--- src/rtl/xfer_pkg.sv ---
`default_nettype none
// ============================================================================
// Module  : xfer_pkg
// Purpose : Shared types for the two-memory transfer sequencer.
//           - state_e  : sequencer state encoding. IDLE is 0. The field is
//                        four bits wide because the nine states need it.
//           - strobe_t : bundle of memory datapath strobes.
//           - depth_a_legal() : checks that DEPTH_A is even and >= 2.
// Revision: 1.0 - initial release
// ============================================================================
package xfer_pkg;

  localparam int STATE_W = 4;

  typedef enum logic [STATE_W-1:0] {
    S_IDLE   = 4'd0,
    S_START  = 4'd1,
    S_LOAD   = 4'd2,
    S_REWIND = 4'd3,
    S_RD0    = 4'd4,
    S_RD1    = 4'd5,
    S_WR     = 4'd6,
    S_INC    = 4'd7,
    S_DONE   = 4'd8
  } state_e;

  typedef struct packed {
    logic wea;
    logic inca;
    logic clra;
    logic web;
    logic incb;
    logic clrb;
  } strobe_t;

  localparam strobe_t STROBE_NONE = '0;

  function automatic bit depth_a_legal(input int depth);
    return (depth >= 2) && ((depth % 2) == 0);
  endfunction

endpackage
`default_nettype wire

--- src/rtl/xfer_step_counter.sv ---
`default_nettype none
// ============================================================================
// Module  : xfer_step_counter
// Purpose : Clear/enable up-counter with a terminal-count compare. The count
//           saturates at TERMINAL and never wraps.
// Ports   : clock   - rising-edge clock
//           Reset   - synchronous active-high reset (count -> 0)
//           clear   - synchronous clear (count -> 0)
//           enable  - advance the count by one
//           last    - count is TERMINAL-1, so the next enabled step reaches
//                     the terminal value
// Revision: 1.0 - initial release
// ============================================================================
module xfer_step_counter #(
  parameter int WIDTH    = 4,
  parameter int TERMINAL = 8
) (
  input  logic clock,
  input  logic Reset,
  input  logic clear,
  input  logic enable,
  output logic last
);

  localparam logic [WIDTH-1:0] TERM_VAL = WIDTH'(TERMINAL);
  localparam logic [WIDTH-1:0] LAST_VAL = WIDTH'(TERMINAL - 1);

  logic [WIDTH-1:0] count_d;
  logic [WIDTH-1:0] count_q;

  always_comb begin
    count_d = count_q;
    if (clear) begin
      count_d = '0;
    end else if (enable && (count_q != TERM_VAL)) begin
      count_d = count_q + 1'b1;
    end
  end

  always_ff @(posedge clock) begin
    if (Reset) begin
      count_q <= '0;
    end else begin
      count_q <= count_d;
    end
  end

  assign last = (count_q == LAST_VAL);

endmodule
`default_nettype wire

--- src/rtl/xfer_sequencer.sv ---
`default_nettype none
// ============================================================================
// Module  : xfer_sequencer
// Purpose : Start/done handshake sequencer for the two-memory transfer
//           datapath. Clears both address pointers, loads DEPTH_A words into
//           memory A under source flow control, rewinds A, then writes one
//           word into B per pair of A words read.
// Ports   : clock, Reset (sync, active-high)
//           start        - transfer request, sampled in IDLE only
//           load_valid   - source word present (LOAD only)
//           load_ready   - high in every LOAD cycle
//           WEA/IncA/ClrA, WEB/IncB/ClrB - memory datapath strobes
//           busy         - high in every state except IDLE
//           done         - one-cycle completion pulse
//           phase        - current state encoding (xfer_pkg::state_e)
//           abort/aborted - present only when XFER_SEQ_ABORT_EN is defined
// Config  : XFER_SEQ_ABORT_EN - adds the abort input and the registered
//           one-cycle aborted flag.
// Revision: 1.0 - initial release
// ============================================================================
module xfer_sequencer
  import xfer_pkg::*;
#(
  parameter int DEPTH_A = 8
) (
  input  logic               clock,
  input  logic               Reset,
  input  logic               start,
  input  logic               load_valid,
`ifdef XFER_SEQ_ABORT_EN
  input  logic               abort,
  output logic               aborted,
`endif
  output logic               load_ready,
  output logic               WEA,
  output logic               IncA,
  output logic               ClrA,
  output logic               WEB,
  output logic               IncB,
  output logic               ClrB,
  output logic               busy,
  output logic               done,
  output logic [STATE_W-1:0] phase
);

  localparam int WORD_W = $clog2(DEPTH_A + 1);
  localparam int PAIR_W = $clog2(DEPTH_A / 2 + 1);

  generate
    if (!depth_a_legal(DEPTH_A)) begin : g_depth_check
      $error("xfer_sequencer: DEPTH_A must be even and at least 2");
    end
  endgenerate

  state_e  state_q;
  state_e  state_d;
  strobe_t strobe;
  logic    abort_hit;
  logic    word_last;
  logic    pair_last;
  logic    cnt_clear;

`ifdef XFER_SEQ_ABORT_EN
  logic aborted_q;
  logic aborted_d;
  // DONE is already on its way out, so abort only acts on the working states.
  assign abort_hit = abort && (state_q != S_IDLE) && (state_q != S_DONE);
  assign aborted_d = abort_hit;
  assign aborted   = aborted_q;
`else
  assign abort_hit = 1'b0;
`endif

  always_comb begin
    strobe  = STROBE_NONE;
    state_d = state_q;
    case (state_q)
      S_IDLE: begin
        if (start) state_d = S_START;
      end
      S_START: begin
        strobe.clra = 1'b1;
        strobe.clrb = 1'b1;
        state_d     = S_LOAD;
      end
      S_LOAD: begin
        if (load_valid) begin
          strobe.wea  = 1'b1;
          strobe.inca = 1'b1;
          // word_last means this accepted word is the DEPTH_A-th one.
          if (word_last) state_d = S_REWIND;
        end
      end
      S_REWIND: begin
        strobe.clra = 1'b1;
        state_d     = S_RD0;
      end
      S_RD0: begin
        strobe.inca = 1'b1;
        state_d     = S_RD1;
      end
      S_RD1: begin
        strobe.inca = 1'b1;
        state_d     = S_WR;
      end
      S_WR: begin
        strobe.web = 1'b1;
        state_d    = S_INC;
      end
      S_INC: begin
        strobe.incb = 1'b1;
        state_d     = pair_last ? S_DONE : S_RD0;
      end
      S_DONE: begin
        state_d = S_IDLE;
      end
      default: begin
        state_d = S_IDLE;
      end
    endcase
    // An abort suppresses every strobe in the cycle it is sampled.
    if (abort_hit) begin
      strobe  = STROBE_NONE;
      state_d = S_IDLE;
    end
  end

  always_ff @(posedge clock) begin
    if (Reset) begin
      state_q   <= S_IDLE;
`ifdef XFER_SEQ_ABORT_EN
      aborted_q <= 1'b0;
`endif
    end else begin
      state_q   <= state_d;
`ifdef XFER_SEQ_ABORT_EN
      aborted_q <= aborted_d;
`endif
    end
  end

  assign cnt_clear = (state_q == S_START);

  // Accepted source words: one per WEA pulse.
  xfer_step_counter #(
    .WIDTH    (WORD_W),
    .TERMINAL (DEPTH_A)
  ) u_word_cnt (
    .clock  (clock),
    .Reset  (Reset),
    .clear  (cnt_clear),
    .enable (strobe.wea),
    .last   (word_last)
  );

  // Completed A pairs: one per IncB pulse.
  xfer_step_counter #(
    .WIDTH    (PAIR_W),
    .TERMINAL (DEPTH_A / 2)
  ) u_pair_cnt (
    .clock  (clock),
    .Reset  (Reset),
    .clear  (cnt_clear),
    .enable (strobe.incb),
    .last   (pair_last)
  );

  assign WEA        = strobe.wea;
  assign IncA       = strobe.inca;
  assign ClrA       = strobe.clra;
  assign WEB        = strobe.web;
  assign IncB       = strobe.incb;
  assign ClrB       = strobe.clrb;
  assign load_ready = (state_q == S_LOAD);
  assign busy       = (state_q != S_IDLE);
  assign done       = (state_q == S_DONE);
  assign phase      = state_q;

endmodule
`default_nettype wire

--- config.mk ---
export PLATFORM = sky130hd
export DESIGN_NAME = xfer_sequencer
export DESIGN_NICKNAME = d
export VERILOG_FILES = /design/src/rtl/xfer_pkg.sv /design/src/rtl/xfer_step_counter.sv /design/src/rtl/xfer_sequencer.sv
export SDC_FILE = /design/constraint.sdc
export NUM_CORES = 1
export LEC_CHECK = 0
export BUFFER_PORTS_ARGS = -buffer_cell sky130_fd_sc_hd__buf_2
export CORE_UTILIZATION = 51
export CTS_CLUSTER_DIAMETER = 100
export DETAILED_ROUTE_END_ITERATION = 10
export PLACE_DENSITY = 0.77
export RECOVER_POWER = 25
export SETUP_SLACK_MARGIN = 0.02
export SLEW_MARGIN = 10
export SYNTH_ARGS = -nofsm -noshare
export SYNTH_HDL_FRONTEND = slang
export SYNTH_SLANG_ARGS = --single-unit
--- constraint.sdc ---
create_clock -name clock -period 1.58 [get_ports clock]
set_clock_uncertainty 0.05 [all_clocks]
set_input_delay 0.079 -clock clock [delete_from_list [all_inputs] [get_ports clock]]
set_output_delay 0.079 -clock clock [all_outputs]
set_load 0.05 [all_outputs]
==> results of run 1 <==
## stage by stage
step                hold slack, ps  cells  power, W
floorplan                     96.0     79  0.000787
global placement               219    108  0.000837
detailed placement             220    108  0.000842
CTS                            103    115   0.00108
global route                   127    119   0.00117
finish                         107    119   0.00110
## cell usage in the layout (no fill, tap or decap), types with 2 or more instances in the layout
master    count
nand4b_1      2
o21ai_0       3
clkbuf_4      6
a21oi_1       5
inv_1         6
ha_1          5
dfxtp_1       7
and3_1        2
clkbuf_1      3
nand2_1       3
nor2_1        3
dfxtp_4       3
nand3_1       8
mux2i_1       4
buf_2         8
buf_4        10
## worst max-delay path: stages, from the launching register on
cell        delay (ps)
dfxtp_4            370
or4b_4             560
clkinvlp_4          90
buf_8              130
## layer usage
metal	global-route usage (%)	wire, um
met5	0	0
met4	7.76	14
met3	3.41	40
met2	35.5	689
met1	24.1	671
## cell type report
cell class | count | area share, %
Timing Repair Buffer | 26 | 19.2
Clock buffer | 4 | 2.77
Sequential cell | 11 | 24.6
Multi-Input combinational cell | 55 | 48.0
Inverter | 8 | 3.57
Tap cell | 15 | 1.98
## power by group through the flow
stage | Sequential (W) | Combinational (W) | Clock [W]
after floorplan | 0.000383 | 0.000404 | 0
after global placement | 0.000352 | 0.000485 | 0
after detailed placement | 0.000353 | 0.000489 | 0
after CTS | 0.000347 | 0.000532 | 0.000197
after global routing | 0.000344 | 0.000618 | 0.000211
final | 0.000337 | 0.000575 | 0.000191
## what timing repair did
action / in CTS / in global routing
pin swaps: 2 / 1
hold buffers: 1 / 0
gates resized for setup: 4 / 7
endpoints found under the setup margin: 3 / 7
endpoints found under the hold margin: 1 / 0
setup buffers: 2 / 4
## how the worst min path moves through the flow
stage | from | end | cells after the start | slack [ps]
5_1_grt | load_valid | u_word_cnt.count_q[2] | 3 | 130
4_1_cts | load_valid | u_word_cnt.count_q[2] | 3 | 100
6_report | load_valid | u_word_cnt.count_q[2] | 3 | 110
2_1_floorplan | Reset | phase[1] | 1 | 100
3_5_place_dp | Reset | phase[1] | 2 | 220
3_3_place_gp | Reset | phase[1] | 2 | 220
## cell families (layout without fill, tap and decap cells)
family                   after synthesis  in the layout  share of synthesized area, %
AO/OA/AOI/OAI                         10             10                          7.85
XOR/XNOR                               1              1                          1.19
adder cells (fa/ha/maj)                5              5                          8.53
buffers and inverters                 13             38                          11.8
flip-flops                            11             11                          30.0
multiplexers                           4              4                          5.46
AND/OR/NAND/NOR                       35             35                          35.2
## flip-flops by register name (all words and copies together), names as in the netlist
register / cells
phase: 4
u_word_cnt.count_q: 4
u_pair_cnt.count_q: 3
==> flow_metrics.py, run 1 <==
metrics = {
    "worst_setup_path": {
        "worstPathRequired_ps": 1450,
        "cp-startpoint": "phase[1]",
        "rr_startpoint": "phase[3]",
        "rrSetupSlack_ps": 130,
        "start_kind": "flop",
        "r2r-end": "u_word_cnt.count_q[0]",
        "r2r.worst_path.cells": 5,
        "cp_max_fo": 8,
        "endpoint_kind": "output port",
        "worst-endpoint-arrival_ps": 1420,
        "crit_type": "reg -> out",
        "crit_end": "ClrB",
    },
    "floorplanning": {
        "start_util_pct": 55.7,
        "coreArea_um2": 1320,
        "die_h_um": 39.9,
        "die_area_um2": 1590,
        "num_rows": 13,
        "io_pins": 17,
        "die_x_um": 39.9,
    },
    "global_route": {
        "overflow": 0,
        "antenna_found_initial": 0,
        "grt_first_pass_wirelength_um": 2170,
        "grt_pass1_vias": 547,
        "grt_max_degree": 12,
        "grtUsageTotal_pct": 20.3,
    },
    "yosys": {
        "synth_cell_type_count": 32,
        "synthFlopType": "dfxtp_1",
        "yosysTopAreaCell": "dfxtp_1",
        "yosysMostFrequentCell": "dfxtp_1",
        "synth.top_cells.by_count": "dfxtp_1 (11), nand3_1 (8), inv_1 (7)",
        "synth_nets": 88,
        "synth_area_leaders": "dfxtp_1 (30%), ha_1 (8.5%), buf_6 (7.7%), mux2i_1 (5.5%), nand3_1 (5.5%)",
        "synth_top_area_share_pct": 30.0,
        "avgSynthCellArea_um2": 9.28,
        "syn_area_um2": 733,
        "ys_seq_area_share_pct": 30.0,
        "synth_seq_cells": 11,
        "yosys_warnings": 0,
        "syn_inst": 79,
        "async_flop_share_pct": 0,
        "synth_edf_count": 0,
    },
    "clocking": {
        "cts_inserted_buffers": 3,
        "cts_buffer_depth": 2,
        "htree_levels": 1,
        "clock_sinks": 11,
        "clkTransAtPathRegs_ps": 80,
        "cts-root-buf": "clkbuf_4",
        "clk_latency_ps": 260,
        "cts_tree": "yes",
    },
    "power": {
        "peakVddDrop_v": 0.000767,
        "p_switching_w": 0.000493,
        "p_leak_nw": 0.455,
        "internal_power_w": 0.000609,
        "power_density_nw_per_um2": 1160,
        "power_frac_seq_pct": 30.5,
        "switching_share_pct": 44.7,
        "clkPwrFrac_pct": 17.3,
        "combPwrFrac_pct": 52.1,
    },
    "timing": {
        "setup_slack_ps": 27.5,
        "fin_tns_setup_ps": 0,
        "hold_viol_final": 0,
        "rsz0062_at_grt": "yes",
        "max_freq_ghz": 0.644,
        "timing.slew.headroom_pct": 60.0,
        "min_period_ps": 1550,
        "setup_violations": 0,
        "worst_pin_slew_ps": 602,
        "period_share_pct": 98.3,
        "maxSlewViolCount": 0,
    },
    "routing": {
        "dr.first_iter.drc_count": 9,
        "ant_nets": 0,
        "finalWirelength_um": 1420,
        "num_vias": 643,
        "route.detailed.wl_per_inst_um": 11.9,
        "drcViolationCount": 0,
        "vias_per_cell": 5.40,
        "dr.pass1.iters": 4,
    },
    "placement": {
        "dpl.hpwl_um": 971,
        "place_area_um2": 840,
        "routabilityCongestion": 0.620,
        "post-place-ws_ps": 122,
        "io_buffers": 16,
    },
    "final_layout": {
        "antenna_cells": 0,
        "nets": 114,
        "final_layout_size_suffix_gt1_share_pct": 38.5,
        "area_growth_pct": 29.2,
        "multiInputGateArea_um2": 454,
        "finish.instance_area_um2": 947,
        "fillerInstances": 99,
        "ff_latch_area_um2": 233,
        "finish.utilization_pct": 71.9,
    },
    "job": {
        "maxCapViolCount": 0,
    },
    "hold_path": {
        "hold_path_class": "in -> reg",
    },
    "status": {
        "status": "completed",
    },
}
No activity file was read; power rests on OpenSTA's default activity.
==> run 2, diff against run 1 <==
REMOVE_ABC_BUFFERS = 1   (was not set)
==> flow_metrics.py, run 2 (synthesized netlist as in run 1, its figures left out) <==
metrics = {
    "routing": {
        "finalWirelength_um": 1480,
        "ant_nets": 0,
        "drcViolationCount": 0,
        "dr.first_iter.drc_count": 14,
        "dr.pass1.iters": 4,
        "num_vias": 640,
        "vias_per_cell": 5.47,
        "route.detailed.wl_per_inst_um": 12.6,
    },
    "worst_setup_path": {
        "cp_max_fo": 5,
        "start_kind": "flop",
        "cp-startpoint": "phase[3]",
        "crit_type": "reg -> out",
        "rr_startpoint": "phase[3]",
        "worst-endpoint-arrival_ps": 1400,
        "worstPathRequired_ps": 1450,
        "endpoint_kind": "output port",
    },
    "final_layout": {
        "nets": 112,
        "area_growth_pct": 24.7,
        "final_cells": 117,
        "mostFrequentLayoutCells": "buf_2 (9), buf_4 (9), nand3_1 (8), dfxtp_1 (7), inv_1 (6)",
        "fillerInstances": 109,
        "final_layout_size_suffix_gt1_share_pct": 36.3,
        "multiInputGateArea_um2": 442,
        "finish.utilization_pct": 69.4,
        "ff_latch_area_um2": 230,
        "antenna_cells": 0,
    },
    "clocking": {
        "cts_tree": "yes",
        "clk_latency_ps": 260,
        "cts_buffer_depth": 2,
        "clock_sinks": 11,
        "htree_levels": 1,
        "cts-root-buf": "clkbuf_4",
        "clkTransAtPathRegs_ps": 70,
        "cts_inserted_buffers": 3,
    },
    "timing": {
        "fin_tns_setup_ps": 0,
        "maxSlewViolCount": 0,
        "rsz0062_at_grt": "yes",
        "hold_viol_final": 0,
        "period_share_pct": 97.0,
        "worst_pin_slew_ps": 588,
        "max_freq_ghz": 0.652,
        "setup_violations": 0,
        "min_period_ps": 1530,
        "timing.slew.headroom_pct": 61.0,
        "holdWs_ps": 92.8,
    },
    "floorplanning": {
        "die_area_um2": 1590,
        "die_h_um": 39.9,
        "coreArea_um2": 1320,
        "die_x_um": 39.9,
        "num_rows": 13,
        "io_pins": 17,
        "start_util_pct": 55.7,
    },
    "placement": {
        "dpl.hpwl_um": 1090,
        "dp.cells": 111,
        "io_buffers": 16,
        "routabilityCongestion": 0.733,
    },
    "power": {
        "peakVddDrop_v": 0.000732,
        "p_leak_nw": 0.454,
        "power_density_nw_per_um2": 1180,
        "total_power_w": 0.00108,
    },
    "global_route": {
        "grt_pass1_vias": 553,
        "antenna_found_initial": 0,
        "grt_first_pass_wirelength_um": 2230,
        "overflow": 0,
        "grtUsageTotal_pct": 21.4,
        "grt_max_degree": 11,
    },
    "hold_path": {
        "hp-start": "load_valid",
        "hold_path_class": "in -> reg",
    },
    "status": {
        "status": "completed",
    },
    "job": {
        "maxCapViolCount": 0,
    },
}
[run 2: per-stage QoR]
step                      instance area, um^2  setup slack [ps]
after floorplan                           677             -1140
after global placement                    821               187
after detailed placement                  821               148
after CTS                                 877              23.8
after global routing                      915             -4.90
final                                     915              46.7
[run 2: what timing repair did]
action / CTS / global route
hold buffers: 1 / 0
resized for setup: 6 / 13
setup endpoints to repair: 4 / 6
pin swaps: 1 / 3
hold endpoints to repair: 1 / 0
buffers inserted: 1 / 0
[run 2: final timing paths]
path                            depth (start not counted)               endpoint  slack [ps]
worst max-delay path                                    4                   IncA          50
worst min-delay path                                    3  u_word_cnt.count_q[2]          90
worst max register to register                          4  u_pair_cnt.count_q[0]         130
worst min register to register                          2  u_pair_cnt.count_q[2]         450
[run 2: routing by layer]
metal	GRT usage, %	part of all wire, %	up-vias
met5	0	0	-
met4	12.1	2.0	0
met3	3.41	3.5	4
met2	37.5	49	21
met1	24.0	45	286
li1	-	-	329
[run 2: worst max-delay path, cell delays in order (launching register included)]
cell	delay (ps)
dfxtp_4	370
nor4b_4	330
and2_4	200
a21o_1	90
buf_6	150
[run 2: cell type report]
cell class	count	share of cell area, %
sequential	11	25.2
timing repair buffer	24	18.3
clock buffer	4	2.87
inverter	8	3.28
multi-input combinational	55	48.3
tap	15	2.05
[run 2: power breakdown]
part	internal [W]	switching (W)
clock network	0.0000976	0.0000910
logic	0.000195	0.000364
registers	0.000301	0.0000302
